===== config.mk =====
export PLATFORM = sky130hd
export DESIGN_NAME = axi4_master_device_flat
export DESIGN_NICKNAME = d
export VERILOG_FILES = /design/src/rtl/axi4_master_device_if.sv /design/src/rtl/axi4_master_device.sv /design/src/flat_wrapper.sv
export SDC_FILE = /design/constraint.sdc
export NUM_CORES = 1
export LEC_CHECK = 0
export ABC_AREA = 0
export BUFFER_PORTS_ARGS = -buffer_cell sky130_fd_sc_hd__buf_2
export CORE_AREA = 2 2 117 119
export CTS_BUF_LIST = sky130_fd_sc_hd__clkbuf_4 sky130_fd_sc_hd__clkbuf_8
export DETAILED_ROUTE_END_ITERATION = 8
export DIE_AREA = 0 0 119 121
export GPL_ROUTABILITY_DRIVEN = 0
export PLACE_DENSITY_LB_ADDON = 0.2
export SLEW_MARGIN = 30
export SYNTH_ARGS = -nofsm -noshare
export SYNTH_HDL_FRONTEND = slang
export SYNTH_SLANG_ARGS = --single-unit

===== constraint.sdc =====
create_clock -name CLK -period 2.1 [get_ports CLK]
set_input_delay 0.42 -clock CLK [delete_from_list [all_inputs] [get_ports CLK]]
set_output_delay 0.42 -clock CLK [all_outputs]
set_load 0.05 [all_outputs]

===== src/rtl/axi4_master_device_if.sv =====
// AXI4 bus bundle between a traffic-generator master and a slave.
// Read/write address, data and response channels with master/slave modports.
interface axi4_master_device_if #(
    parameter int unsigned IDW = 4
);
    logic           awvalid;
    logic           awready;
    logic [IDW-1:0] awid;
    logic [31:0]    awaddr;
    logic [7:0]     awlen;
    logic [2:0]     awsize;
    logic [1:0]     awburst;

    logic           wvalid;
    logic           wready;
    logic [63:0]    wdata;
    logic [7:0]     wstrb;
    logic           wlast;

    logic           bvalid;
    logic           bready;
    logic [IDW-1:0] bid;
    logic [1:0]     bresp;

    logic           arvalid;
    logic           arready;
    logic [IDW-1:0] arid;
    logic [31:0]    araddr;
    logic [7:0]     arlen;
    logic [2:0]     arsize;
    logic [1:0]     arburst;

    logic           rvalid;
    logic           rready;
    logic [IDW-1:0] rid;
    logic [63:0]    rdata;
    logic [1:0]     rresp;
    logic           rlast;

    modport master (
        output awvalid, awid, awaddr, awlen, awsize, awburst,
        input  awready,
        output wvalid, wdata, wstrb, wlast,
        input  wready,
        input  bvalid, bid, bresp,
        output bready,
        output arvalid, arid, araddr, arlen, arsize, arburst,
        input  arready,
        input  rvalid, rid, rdata, rresp, rlast,
        output rready
    );

    modport slave (
        input  awvalid, awid, awaddr, awlen, awsize, awburst,
        output awready,
        input  wvalid, wdata, wstrb, wlast,
        output wready,
        output bvalid, bid, bresp,
        input  bready,
        input  arvalid, arid, araddr, arlen, arsize, arburst,
        output arready,
        output rvalid, rid, rdata, rresp, rlast,
        input  rready
    );
endinterface


===== src/rtl/axi4_master_device.sv =====
// Directed AXI4 master: one 8-beat INCR write of BASE+i, one 8-beat read captured into rdata[].
// Define AXI4_MASTER_RESP_CHECK_EN to enable the sticky resp_err response/ID checker.
module axi4_master_device #(
    parameter int unsigned    IDW   = 4,
    parameter logic [IDW-1:0] ID    = '0,
    parameter int unsigned    DEPTH = 16,
    parameter logic [63:0]    BASE  = 64'hdeadbeefdeadbeef
) (
    input  logic                 CLK,
    input  logic                 RST,
    input  logic                 start_write,
    input  logic                 start_read,
    input  logic [31:0]          addr,
    output logic                 write_busy,
    output logic                 read_busy,
    output logic                 write_done,
    output logic                 read_done,
    output logic                 resp_err,
    axi4_master_device_if.master axi
);
    localparam int unsigned PW = (DEPTH > 1) ? $clog2(DEPTH) : 1;

    typedef enum logic [1:0] {WiIdle, WAddr, WData, WResp} wr_state_e;
    typedef enum logic [1:0] {RiIdle, RAddr, RData} rd_state_e;

    wr_state_e         wr_state_q, wr_state_d;
    rd_state_e         rd_state_q, rd_state_d;
    logic [2:0]        beat_q;
    logic [31:0]       awaddr_q;
    logic [31:0]       araddr_q;
    logic [PW-1:0]     rptr_q;
    logic [63:0]       rdata [DEPTH];
    logic              r_hs;

    // State registers
    always_ff @(posedge CLK) begin
        if (RST) begin
            wr_state_q <= WiIdle;
            rd_state_q <= RiIdle;
        end else begin
            wr_state_q <= wr_state_d;
            rd_state_q <= rd_state_d;
        end
    end

    always_comb begin
        wr_state_d = wr_state_q;
        unique case (wr_state_q)
            WiIdle:  if (start_write) wr_state_d = WAddr;
            WAddr:   if (axi.awready) wr_state_d = WData;
            WData:   if (axi.wready && beat_q == 3'd7) wr_state_d = WResp;
            WResp:   if (axi.bvalid) wr_state_d = WiIdle;
            default: wr_state_d = WiIdle;
        endcase
    end

    always_comb begin
        rd_state_d = rd_state_q;
        unique case (rd_state_q)
            RiIdle:  if (start_read) rd_state_d = RAddr;
            RAddr:   if (axi.arready) rd_state_d = RData;
            // rlast terminates the burst even if fewer than 8 beats arrived
            RData:   if (axi.rvalid && axi.rlast) rd_state_d = RiIdle;
            default: rd_state_d = RiIdle;
        endcase
    end

    always_comb begin
        axi.awvalid = (wr_state_q == WAddr);
        axi.awid    = ID;
        axi.awaddr  = awaddr_q;
        axi.awlen   = 8'd7;
        axi.awsize  = 3'd3;
        axi.awburst = 2'b01;
        axi.wvalid  = (wr_state_q == WData);
        axi.wdata   = BASE + {61'd0, beat_q};
        axi.wstrb   = 8'hFF;
        axi.wlast   = (beat_q == 3'd7);
        axi.bready  = (wr_state_q == WResp);
        write_busy  = (wr_state_q != WiIdle);
        write_done  = (wr_state_q == WResp) && axi.bvalid;
    end

    always_comb begin
        axi.arvalid = (rd_state_q == RAddr);
        axi.arid    = ID;
        axi.araddr  = araddr_q;
        axi.arlen   = 8'd7;
        axi.arsize  = 3'd3;
        axi.arburst = 2'b01;
        axi.rready  = (rd_state_q == RData);
        r_hs        = (rd_state_q == RData) && axi.rvalid;
        read_busy   = (rd_state_q != RiIdle);
        read_done   = r_hs && axi.rlast;
    end

    // Burst datapath and read-capture array
    always_ff @(posedge CLK) begin
        if (RST) begin
            beat_q   <= '0;
            awaddr_q <= '0;
            araddr_q <= '0;
            rptr_q   <= '0;
            for (int i = 0; i < int'(DEPTH); i++) rdata[i] <= '0;
        end else begin
            if (wr_state_q == WiIdle && start_write) begin
                awaddr_q <= addr;
                beat_q   <= '0;
            end else if (axi.wvalid && axi.wready) begin
                beat_q <= beat_q + 3'd1;
            end
            if (rd_state_q == RiIdle && start_read) begin
                araddr_q <= addr;
                rptr_q   <= addr[PW-1:0];
            end else if (r_hs) begin
                rdata[rptr_q] <= axi.rdata;
                rptr_q        <= rptr_q + PW'(1);
            end
        end
    end

`ifdef AXI4_MASTER_RESP_CHECK_EN
    logic resp_err_q;

    always_ff @(posedge CLK) begin
        if (RST) begin
            resp_err_q <= 1'b0;
        end else if ((write_done && (axi.bresp != 2'b00 || axi.bid != ID)) ||
                     (r_hs && (axi.rresp != 2'b00 || axi.rid != ID))) begin
            resp_err_q <= 1'b1;
        end
    end

    assign resp_err = resp_err_q;
`else
    logic unused_resp;
    assign unused_resp = ^{axi.bid, axi.bresp, axi.rid, axi.rresp};
    assign resp_err    = 1'b0;
`endif
endmodule


===== src/flat_wrapper.sv =====
// flat-port wrapper written by rule: the top's interface ports become plain ports
module axi4_master_device_flat 
#(
    parameter int unsigned    IDW   = 4,
    parameter logic [IDW-1:0] ID    = '0,
    parameter int unsigned    DEPTH = 16,
    parameter logic [63:0]    BASE  = 64'hdeadbeefdeadbeef
)
  (CLK, RST, start_write, start_read, addr, write_busy, read_busy, write_done, read_done, resp_err, axi_awvalid, axi_awid, axi_awaddr, axi_awlen, axi_awsize, axi_awburst, axi_awready, axi_wvalid, axi_wdata, axi_wstrb, axi_wlast, axi_wready, axi_bvalid, axi_bid, axi_bresp, axi_bready, axi_arvalid, axi_arid, axi_araddr, axi_arlen, axi_arsize, axi_arburst, axi_arready, axi_rvalid, axi_rid, axi_rdata, axi_rresp, axi_rlast, axi_rready);
  axi4_master_device_if #(.IDW(IDW)) axi_i ();
  input  logic CLK;
  input  logic RST;
  input  logic start_write;
  input  logic start_read;
  input  logic [31:0] addr;
  output logic write_busy;
  output logic read_busy;
  output logic write_done;
  output logic read_done;
  output logic resp_err;
  output wire logic [$bits(axi_i.awvalid)-1:0] axi_awvalid;
  output wire logic [$bits(axi_i.awid)-1:0] axi_awid;
  output wire logic [$bits(axi_i.awaddr)-1:0] axi_awaddr;
  output wire logic [$bits(axi_i.awlen)-1:0] axi_awlen;
  output wire logic [$bits(axi_i.awsize)-1:0] axi_awsize;
  output wire logic [$bits(axi_i.awburst)-1:0] axi_awburst;
  input wire logic [$bits(axi_i.awready)-1:0] axi_awready;
  output wire logic [$bits(axi_i.wvalid)-1:0] axi_wvalid;
  output wire logic [$bits(axi_i.wdata)-1:0] axi_wdata;
  output wire logic [$bits(axi_i.wstrb)-1:0] axi_wstrb;
  output wire logic [$bits(axi_i.wlast)-1:0] axi_wlast;
  input wire logic [$bits(axi_i.wready)-1:0] axi_wready;
  input wire logic [$bits(axi_i.bvalid)-1:0] axi_bvalid;
  input wire logic [$bits(axi_i.bid)-1:0] axi_bid;
  input wire logic [$bits(axi_i.bresp)-1:0] axi_bresp;
  output wire logic [$bits(axi_i.bready)-1:0] axi_bready;
  output wire logic [$bits(axi_i.arvalid)-1:0] axi_arvalid;
  output wire logic [$bits(axi_i.arid)-1:0] axi_arid;
  output wire logic [$bits(axi_i.araddr)-1:0] axi_araddr;
  output wire logic [$bits(axi_i.arlen)-1:0] axi_arlen;
  output wire logic [$bits(axi_i.arsize)-1:0] axi_arsize;
  output wire logic [$bits(axi_i.arburst)-1:0] axi_arburst;
  input wire logic [$bits(axi_i.arready)-1:0] axi_arready;
  input wire logic [$bits(axi_i.rvalid)-1:0] axi_rvalid;
  input wire logic [$bits(axi_i.rid)-1:0] axi_rid;
  input wire logic [$bits(axi_i.rdata)-1:0] axi_rdata;
  input wire logic [$bits(axi_i.rresp)-1:0] axi_rresp;
  input wire logic [$bits(axi_i.rlast)-1:0] axi_rlast;
  output wire logic [$bits(axi_i.rready)-1:0] axi_rready;
  assign axi_awvalid = axi_i.awvalid;
  assign axi_awid = axi_i.awid;
  assign axi_awaddr = axi_i.awaddr;
  assign axi_awlen = axi_i.awlen;
  assign axi_awsize = axi_i.awsize;
  assign axi_awburst = axi_i.awburst;
  assign axi_i.awready = axi_awready;
  assign axi_wvalid = axi_i.wvalid;
  assign axi_wdata = axi_i.wdata;
  assign axi_wstrb = axi_i.wstrb;
  assign axi_wlast = axi_i.wlast;
  assign axi_i.wready = axi_wready;
  assign axi_i.bvalid = axi_bvalid;
  assign axi_i.bid = axi_bid;
  assign axi_i.bresp = axi_bresp;
  assign axi_bready = axi_i.bready;
  assign axi_arvalid = axi_i.arvalid;
  assign axi_arid = axi_i.arid;
  assign axi_araddr = axi_i.araddr;
  assign axi_arlen = axi_i.arlen;
  assign axi_arsize = axi_i.arsize;
  assign axi_arburst = axi_i.arburst;
  assign axi_i.arready = axi_arready;
  assign axi_i.rvalid = axi_rvalid;
  assign axi_i.rid = axi_rid;
  assign axi_i.rdata = axi_rdata;
  assign axi_i.rresp = axi_rresp;
  assign axi_i.rlast = axi_rlast;
  assign axi_rready = axi_i.rready;
  axi4_master_device #(.IDW(IDW), .ID(ID), .DEPTH(DEPTH), .BASE(BASE)) u_core (.CLK(CLK), .RST(RST), .start_write(start_write), .start_read(start_read), .addr(addr), .write_busy(write_busy), .read_busy(read_busy), .write_done(write_done), .read_done(read_done), .resp_err(resp_err), .axi(axi_i));
endmodule

After elaboration in Yosys (flattened, before gate mapping)

Index checks and enable logic that the tools add are counted.

Add/subtract/negate cells: 2
Multiply operators: 0
Divide/modulo/power cells: 0
Order comparisons: 0
Eq/ne operators: 13
Shift-type cells: 0
Multiplexer cells: 9
Bitwise gates (word level): 0
Reductions and logical operators: 15

Operators by type and width:

| cell                                                   | number |
|---|---|
| adder 63 x 4 -> 64 bit (first input constant)          | 1 |
| 2-to-1 mux 2 bit                                       | 7 |
| logical AND 1 bit                                      | 8 |
| inequality test 2 bit (second input constant)          | 4 |
| one-hot mux 2 bit (4 select lines)                     | 1 |
| equality test 2 bit (second input constant)            | 3 |
| inequality test 2 x 1 -> 1 bit (second input constant) | 3 |
| one-hot mux 2 bit (3 select lines)                     | 1 |
| equality test 2 x 1 -> 1 bit (second input constant)   | 2 |
| zero test 2 bit                                        | 2 |
| AND reduction 4 bit                                    | 1 |
| nonzero test 2 bit                                     | 2 |
| adder 3 x 1 -> 3 bit (second input constant)           | 1 |
| equality test 3 bit (second input constant)            | 1 |
| AND reduction 3 bit                                    | 1 |
| OR reduction 2 bit                                     | 1 |

Register bits: 71
Latch bits: 0
Bits in writable memories: 0
Memory bits (read-only): 0
Output and inout port bits: 181
Logic and storage cells: 44
Memories: 0

Depth between registers and ports, before layout

Gate-level depths: netlist of run 1.

Depth after elaboration: 4
Mapped depth: 7
Mapped depth without buffers: 5

Least setup slack after synthesis of run 1

OpenSTA, ideal clock, no wires.

Path type: register -> output
Start point: register u_core.beat_q[0]
End point: output axi_wdata[2]
Data arrival time: 1.416 ns
Data required time: 1.680 ns
Setup slack: 0.264 ns
Stages on the path, launching flop included: 5
Path through: dfxtp_1 inv_1 ha_1 ha_1 inv_1

Cells in the longest elaborated chain, start to end: 1

RTL lines:

| item                   | line                      | source |
|---|---|---|
| from (decl)            | axi4_master_device.sv:28  | `logic [2:0] beat_q;` |
| from (signal assigned) | axi4_master_device.sv:110 | `beat_q <= beat_q + 3'd1;` |
| adder 63 x 4 -> 64 bit | axi4_master_device.sv:76  | `axi.wdata = BASE + {61'd0, beat_q};` |
| to (decl)              | flat_wrapper.sv:29        | `output wire logic [$bits(axi_i.wdata)-1:0] axi_wdata;` |

Every way passes these cells.

Worst setup path in the final report of run 1

Same ends and word-level chain as after synthesis.

==> key figures, run 1 <==
Final layout
  – Fillcell total: between 1000 and 1500
  – Area of the multi-input gates: around 1700 um^2
  – Share of cells above drive strength 1: 0.369
  – Nets: around 700
  – Antenna Cells: 0
  – Post-route cell area: 4280 um^2
  – Register Area: roughly 1400 um^2
  – Area Overhead vs Synth: 15.2%

Yosys
  – Post-synth top flop: dfxtp_1
  – Average size of a mapped cell: 8.39 um^2
  – Synth Register Bits: 71
  – Largest family of logic cells by synthesized area: buffers and inverters
  – Count of cell types in the netlist: 32
  – Post-Synthesis Cell Area: 3710 um^2
  – Cells after Synth: 442
  – Simple logic cell fraction of the synthesized area: 0.189
  – Mux share of post-synthesis cell area: 0.00809
  – XOR/XNOR Fraction of Synth Area: 0.00236
  – Ys Warns: 0
  – Top cell type by total area after synthesis: dfxtp_1
  – Fraction of registers with async set/reset: 0
  – Synth top area cells: dfxtp_1, buf_4, nand2_1
  – Post-synth EDFFs: 0
  – Post-Synth Adder-Cell Area: 0.0304
  – Seq/Total Area, Yosys: 0.383
  – Synth top area share: 0.383
  – Compound-cell area share of the yosys netlist: 0.127

Routing
  – Final WL: between 8 and 9 mm
  – DRC: 0
  – Via Count: 2878
  – WL/cell: 11.6 um
  – Via density: ~3.9
  – DR iter-0 viols: 100
  – First-pass iteration count of the detailed router: 4
  – Post-route ant nets: 0

CTS
  – Clock Tree Buf Depth: 2
  – Root Driver: clkbuf_8
  – TritonCTS Sinks: between 70 and 80
  – Cts bufs inserted: 9
  – Clock latency at the later pin of the worst-skew pair: between 300 and 400 ps
  – Clock-pin slew on the worst setup and hold paths: 80 ps
  – H-Tree Level Count: 3
  – Post-CTS setup buffer count: 0
  – TritonCTS clock tree: done

Min path
  – Worst Min Path Start: axi_arready
  – Hold Crit Depth: 2
  – Min-Delay Endpoint: u_core.rd_state_q[0]
  – Hold WC Path Type: in -> reg

Pwr
  – Worst VDD drop: 0.552 mV
  – Leak Pwr: approximately 2.1 nW
  – PwrDens: roughly 1100 nW/um^2

STA
  – Setup TNS: 0 ps
  – Worst Max-Slew Pin Slew: around 520 ps
  – Crit path time final: 1970 ps
  – Setup skew after layout: around 17 ps
  – Final slew viol count: 0
  – Max_slew headroom: 0.652
  – Period utilisation layout: 0.940
  – Final Hold Fails: 0
  – Final setup violation count: 0
  – F_max: around 0.51 GHz
  – RSZ-0062 raised after global routing: no
  – WHS: ~290 ps

Floorplan
  – Ports: about 300
  – Initial Util: 0.284
  – Die Width: 119 um
  – CORE AREA: approximately 13000 um^2
  – Die area: between 10000 and 15000 um^2
  – Rows: 42
  – Die Y: ~120 um

Worst setup path
  – R2R Path End: u_core.wr_state_q[0]
  – Crit path DAT: approximately 1600 ps
  – Worst R2R Setup Slack: ~440 ps
  – Critical Path Start Type: register
  – Critical path peak fanout: 3
  – WS Path Type: reg -> out
  – Worst R2R Path Depth: 5
  – Worst Setup End Kind: primary output
  – WP data required: roughly 1700 ps
  – Reg-to-reg critical path startpoint: u_core.wr_state_q[1]

Global routing
  – First-pass GRT wire length: roughly 13 mm
  – Number of global-route vias before repair: roughly 2600
  – Congestion Overflow GR: 0
  – All-layer global routing usage: 0.118
  – Initial antenna violation count: 0
  – Largest net degree at the start of global routing: 39

Placed design
  – Input/output buffers: 120
  – Area post-placement: 4090 um^2
  – Post-DP HPWL: between 6 and 7 mm

Run status
  – Status: completed

Job
  – Max-cap viol count: 0
per-stage QoR:
stage | total power, W | worst slack, ps | instances | utilization
final | 0.00481 | 126 | 739 | 0.327
after global routing | 0.00509 | 28.4 | 739 | 0.327
after CTS | 0.00489 | 60.3 | 739 | 0.327
after detailed placement | 0.00380 | 466 | 724 | 0.312
after global placement | 0.00378 | 478 | 724 | 0.312
after floorplan | 0.00352 | 264 | 542 | -
kinds of logic after synthesis:
group                    after synthesis
buffers and inverters                134
AO/OA/AOI/OAI                         69
adder cells (fa/ha/maj)                9
AND/OR/NAND/NOR                      153
other                                  2
flip-flops                            71
XOR/XNOR                               1
multiplexers                           3
cell usage in the layout (no fill, tap or decap):
cell type,synthesis,routed
nor2_1,1,1
nor4_1,1,1
clkbuf_8,0,12
buf_2,10,118
nand3b_1,1,1
a21oi_2,30,30
a21oi_1,35,35
or3_1,1,1
clkbuf_4,0,4
nor3b_4,0,1
and2_1,2,2
inv_1,10,10
o41ai_1,1,1
or2_2,1,1
nand2_1,104,104
xnor2_1,1,1
nor2b_1,3,3
dfxtp_1,71,71
buf_4,102,10
buf_12,3,1
nor3_1,4,4
or3b_2,0,1
mux2i_1,3,3
o311a_1,1,1
a21boi_0,1,1
a2111oi_0,1,1
conb_1,2,102
ha_1,9,9
and3_1,1,1
and2b_1,2,2
nand2_2,30,30
power breakdown:
part,internal (W),switching [W],leakage [nW]
combinational,0.000439,0.00168,1.41
clock,0.000561,0.000501,0.100
sequential,0.00152,0.000103,0.582
worst max-delay path, cell delays in order (launching register included):
cell      delay (ps)
dfxtp_1          370
inv_1             90
ha_1             200
ha_1             260
inv_1             50
clkbuf_4         220
synthesized netlist by cell type, drive strengths merged, types with 2 or more instances:
cell type	n
nand2	134
conb	2
and2b	2
dfxtp	71
nor3	4
clkbuf	7
mux2i	3
nor2b	3
ha	9
and2	2
a21oi	65
inv	10
buf	117
repair_timing:
action | CTS | global route
hold buffers | 0 | 0
gates resized for setup | 0 | 1
setup endpoints to repair | 0 | 1
layout make-up:
type / count / share of cell area
Clock buffer: 15 / 0.0439
Tap cell: 176 / 0.0515
Inverter: 10 / 0.00878
Sequential cell: 71 / 0.332
Timing Repair Buffer: 130 / 0.162
Multi-Input combinational cell: 337 / 0.401
registers in the layout, summed over array words and instances (netlist names):
name               count
u_core.axi.araddr     32
u_core.beat_q          3
u_core.rd_state_q      2
u_core.wr_state_q      2
u_core.axi.awaddr     32
per-layer routing:
metal,up-vias,wire [um],GRT usage
met4,0,106,0.0357
met3,8,795,0.0545
met1,1303,3800,0.147
met5,-,0,0
li1,1426,-,-
met2,141,3870,0.182
worst max path at each step:
stage	from	endpoint	slack [ps]	cells past startpoint
floorplan	u_core.beat_q[0]	axi_wdata[2]	260	4
global placement	u_core.wr_state_q[1]	u_core.wr_state_q[0]	480	5
detailed placement	u_core.wr_state_q[1]	u_core.wr_state_q[0]	470	5
CTS	u_core.beat_q[0]	axi_wdata[2]	60	5
global route	u_core.beat_q[0]	axi_wdata[2]	30	5
finish	u_core.beat_q[0]	axi_wdata[2]	130	5
(Power assumes the default switching activity.)
==> inputs of run 2 (changes only) <==
RECOVER_POWER = 50   (was unset)
==> key figures, run 2 (synthesis gave the netlist of run 1 again) <==
Run status
  – Status: completed

CTS
  – Root Driver: clkbuf_8
  – Clock-pin slew on the worst setup and hold paths: 80 ps (about the same)
  – H-Tree Level Count: 3 (unchanged)
  – Clock Tree Buf Depth: 2 (unchanged)
  – Clock latency at the later pin of the worst-skew pair: 360 ps (about the same)
  – TritonCTS Sinks: 71 (unchanged)
  – Cts bufs inserted: 9 (unchanged)
  – TritonCTS clock tree: done
  – Post-CTS setup buffer count: 0 (unchanged)

Placed design
  – Post-Place Cells: 724 (unchanged)
  – Post-DP HPWL: 6.30 mm (unchanged)
  – Input/output buffers: 120 (unchanged)
  – Area post-placement: 4090 um^2 (unchanged)
  – Setup Slack @ Placement: 466 ps (unchanged)

STA
  – RSZ-0062 raised after global routing: no
  – Setup skew after layout: 17.2 ps (+0.264 ps)
  – Worst Max-Slew Pin Slew: 724 ps (+202 ps)
  – Period utilisation layout: 0.939 (-0.00131)
  – Final Hold Fails: 0 (unchanged)
  – Setup TNS: 0 ps (unchanged)
  – Final slew viol count: 0 (unchanged)
  – Final setup margin: 129 ps (+2.75 ps)
  – Max_slew headroom: 0.517 (-0.135)
  – F_max: 0.507 GHz (+0.14%)
  – Crit path time final: 1970 ps (-2.75 ps)
  – Final setup violation count: 0 (unchanged)

Floorplan
  – CORE AREA: 13100 um^2 (unchanged)
  – Rows: 42 (unchanged)
  – Ports: 299 (unchanged)
  – Die Y: 121 um (unchanged)
  – Die area: 14400 um^2 (unchanged)
  – Die Width: 119 um (unchanged)
  – Initial Util: 0.284 (unchanged)

Routing
  – Via density: 3.90 (+0.14%)
  – DRC: 0 (unchanged)
  – Post-route ant nets: 0 (unchanged)
  – Final WL: 8.61 mm (+0.36%)
  – WL/cell: 11.6 um (+0.36%)
  – Via Count: 2882 (+0.14%)
  – First-pass iteration count of the detailed router: 3 (-1)
  – DR iter-0 viols: 109 (+9.0%)

Min path
  – Hold WC Path Type: in -> reg

Worst setup path
  – Worst Setup End Kind: primary output
  – Crit path DAT: 1550 ps (about the same)
  – Critical path peak fanout: 3 (unchanged)
  – Critical Path Start Type: register
  – WS Path Type: reg -> out
  – WP data required: 1680 ps (about the same)

Job
  – Max-cap viol count: 0 (unchanged)

Final layout
  – Nets: 686 (unchanged)
  – Area Overhead vs Synth: 12.2%
  – Fillcell total: 1494 (+2.8%)
  – Post-route cell area: 4160 um^2 (-2.7%)
  – Fin cells: 739 (unchanged)
  – Commonest non-fill, non-tap cell in the layout: nand2_1
  – Share of cells above drive strength 1: 0.243 (-0.126)
  – Commonest cells after routing, fill and taps aside: nand2_1, conb_1, dfxtp_1
  – Antenna Cells: 0 (unchanged)
  – Utilization after layout: 0.318 (-0.00870)

Global routing
  – Number of global-route vias before repair: 2611 (unchanged)
  – Congestion Overflow GR: 0 (unchanged)
  – Largest net degree at the start of global routing: 39 (unchanged)
  – All-layer global routing usage: 0.118 (unchanged)
  – Initial antenna violation count: 0 (unchanged)
  – First-pass GRT wire length: 13.3 mm (unchanged)

Pwr
  – PwrDens: 1140 nW/um^2 (+1.7%)
  – Leak Pwr: 1.84 nW (-12%)
  – Worst VDD drop: 0.547 mV (-0.93%)
run 2: changes by cell type in the layout (fill, tap and decap cells not counted):
| cell | delta |
|---|---|
| a21oi_2 | -8 |
| clkbuf_1 | +63 |
| buf_2 | -62 |
| a21oi_1 | +8 |
| clkbuf_2 | +1 |
| buf_4 | -2 |
run 2: stage by stage:
step | power [W] | hold WS, ps
after global routing | 0.00504 | 285
after floorplan | 0.00352 | 468
after global placement | 0.00378 | 439
final | 0.00476 | 283
after detailed placement | 0.00380 | 445
after CTS | 0.00489 | 259
run 2: area by class of cell:
type | instances | area (um^2) | share of cell area
Multi-Input combinational cell | 337 | 1690 | 0.405
Sequential cell | 71 | 1420 | 0.342
Timing Repair Buffer | 130 | 609 | 0.146
Tap cell | 176 | 220 | 0.0529
Clock buffer | 15 | 188 | 0.0451
Inverter | 10 | 37.5 | 0.00902
run 2: what timing repair did:
item / 4_1_cts / 5_1_grt
gates resized for setup: 0 / 1
hold buffers: 0 / 0
setup endpoints to repair: 0 / 1
run 2: metal layers:
metal / GRT usage / vias up / part of all wire
li1: - / 1426 / -
met1: 0.147 / 1313 / 0.45
met2: 0.182 / 134 / 0.45
met3: 0.0545 / 9 / 0.090
met4: 0.0357 / 0 / 0.012
met5: 0 / - / 0
run 2: critical path, cell delays in order (launching register included):
cell and delay, ps:
dfxtp_1 370, inv_1 90, ha_1 200, ha_1 260, inv_1 50, clkbuf_4 220
run 2: power by group:
part	total, W	leakage (nW)	internal (W)	switching [W]
clock	0.00106	0.100	0.000561	0.000503
sequential	0.00163	0.582	0.00152	0.000108
combinational	0.00207	1.16	0.000389	0.00168
total	0.00476	1.84	0.00247	0.00229
run 2: path summary, 6_finish.rpt:
path	startpoint	endpoint	slack [ps]	cells after the start
max	u_core.beat_q[0]	axi_wdata[2]	130	5
min	axi_arready	u_core.rd_state_q[0]	280	2
min reg2reg	u_core.axi.awaddr[25]	u_core.axi.awaddr[25]	460	2
max reg2reg	u_core.wr_state_q[1]	u_core.wr_state_q[0]	440	5
==> inputs of run 3 (changes only) <==
CORE_AREA = 2 2 115 117   (was 2 2 117 119)
DIE_AREA = 0 0 117 119   (was 0 0 119 121)
==> key figures, run 3 (synthesis gave the netlist of run 1 again) <==
STA
  – F_max: 0.504 GHz (-0.59%)
  – Setup skew after layout: 4.76 ps (-12.4 ps)
  – Final setup violation count: 0 (unchanged)
  – Crit path time final: 1980 ps (+11.6 ps)
  – Period utilisation layout: 0.944 (+0.00553)
  – Final slew viol count: 0 (unchanged)
  – Worst Max-Slew Pin Slew: 723 ps (-1.05 ps)
  – RSZ-0062 raised after global routing: no
  – Max_slew headroom: 0.518 (+0.000697)
  – Setup TNS: 0 ps (unchanged)
  – Final Hold Fails: 0 (unchanged)

Placed design
  – Post-DP HPWL: 6.15 mm (-2.5%)
  – Input/output buffers: 120 (unchanged)
  – Post-Place Cells: 724 (unchanged)

CTS
  – Cts bufs inserted: 9 (unchanged)
  – Root Driver: clkbuf_8
  – TritonCTS Sinks: 71 (unchanged)
  – Clock Tree Buf Depth: 2 (unchanged)
  – Clock latency at the later pin of the worst-skew pair: 350 ps (about the same)
  – Hold Buf Count CTS: 0 (unchanged)
  – Post-CTS setup buffer count: 0 (unchanged)
  – TritonCTS clock tree: done
  – H-Tree Level Count: 3 (unchanged)
  – Post_cts resized: 0 (unchanged)
  – Clock-pin slew on the worst setup and hold paths: 70 ps (about the same)

Global routing
  – All-layer global routing usage: 0.120 (+0.00195)
  – Congestion Overflow GR: 0 (unchanged)
  – First-pass GRT wire length: 13.0 mm (-2.1%)
  – Largest net degree at the start of global routing: 46 (+18%)
  – Number of global-route vias before repair: 2649 (+1.5%)
  – Initial antenna violation count: 1 (+1)

Worst setup path
  – Crit path DAT: 1560 ps (about the same)
  – Critical Path Start Type: register
  – Worst Setup End Kind: primary output
  – WP data required: 1680 ps (about the same)
  – Critical path peak fanout: 3 (unchanged)
  – WS Path Type: reg -> out

Floorplan
  – CORE AREA: 12900 um^2 (-1.6%)
  – Die Width: 117 um (-1.7%)
  – Initial Util: 0.288 (+0.00463)
  – Die area: 13900 um^2 (-3.3%)
  – Rows: 42 (unchanged)
  – Die Y: 119 um (-1.7%)
  – Ports: 299 (unchanged)

Run status
  – Status: completed

Final layout
  – Share of cells above drive strength 1: 0.249 (+0.00533)
  – Area Overhead vs Synth: 12.1% (about the same)
  – Nets: 686 (unchanged)
  – Fillcell total: 1433 (-4.1%)
  – Utilization after layout: 0.323 (+0.00500)
  – Antenna Cells: 0 (unchanged)
  – Commonest non-fill, non-tap cell in the layout: nand2_1
  – Commonest cells after routing, fill and taps aside: nand2_1, conb_1, dfxtp_1
  – Fin cells: 739 (unchanged)

Job
  – Max-cap viol count: 0 (unchanged)

Routing
  – DR iter-0 viols: 97 (-11%)
  – First-pass iteration count of the detailed router: 4 (+1)
  – DRC: 0 (unchanged)
  – Post-route ant nets: 0 (unchanged)
  – Via Count: 2893 (+0.38%)
  – Via density: 3.91 (+0.38%)
  – Final WL: 8.46 mm (-1.7%)
  – WL/cell: 11.4 um (-1.7%)

Pwr
  – PwrDens: 1130 nW/um^2 (-1.6%)
  – Worst VDD drop: 0.451 mV (-18%)
  – Leak Pwr: 1.83 nW (-0.91%)

Min path
  – Hold WC Path Type: in -> reg
[run 3: layer usage]
layer / GRT usage / up-vias / share of wire
met2: 0.192 / 137 / 0.45
met3: 0.0397 / 14 / 0.086
li1: - / 1421 / -
met5: 0 / - / 0.0015
met1: 0.145 / 1319 / 0.44
met4: 0.0551 / 2 / 0.019
[run 3: worst max-delay path: stages (launching register included)]
cell and delay, ps:
dfxtp_1 360, inv_1 90, ha_1 210, ha_1 260, inv_1 50, buf_2 250
[run 3: power by group]
part,switching (W),internal [W],leakage [nW]
registers,0.000105,0.00152,0.582
clock network,0.000522,0.000462,0.0884
logic,0.00168,0.000391,1.15
[run 3: area by class of cell]
cell class | count | area [um^2] | area share
clock inverter | 4 | 22.5 | 0.00542
inverter | 10 | 37.5 | 0.00903
multi-input combinational | 337 | 1700 | 0.409
sequential | 71 | 1420 | 0.342
clock buffer | 11 | 145 | 0.0349
timing repair buffer | 130 | 609 | 0.147
tap | 176 | 220 | 0.0529
[run 3: stage by stage]
| step | hold WS [ps] | setup WS, ps | cell area [um^2] | total power, W |
|---|---|---|---|---|
| 2_1_floorplan | 468 | 264 | 4090 | 0.00352 |
| 3_3_place_gp | 438 | 420 | 4090 | 0.00377 |
| 3_5_place_dp | 443 | 414 | 4090 | 0.00379 |
| 4_1_cts | 257 | 78.9 | 4250 | 0.00481 |
| 5_1_grt | 281 | 36.8 | 4160 | 0.00494 |
| 6_report | 288 | 117 | 4160 | 0.00468 |
[run 3: worst paths after layout]
check / start / end / slack (ps) / cells past startpoint
setup / recovery: u_core.beat_q[0] / axi_wdata[2] / 120 / 5
hold / removal: axi_arready / u_core.rd_state_q[0] / 290 / 2
setup reg to reg: u_core.wr_state_q[1] / u_core.axi.awaddr[1] / 340 / 6
hold reg to reg: u_core.axi.awaddr[26] / u_core.axi.awaddr[26] / 460 / 2
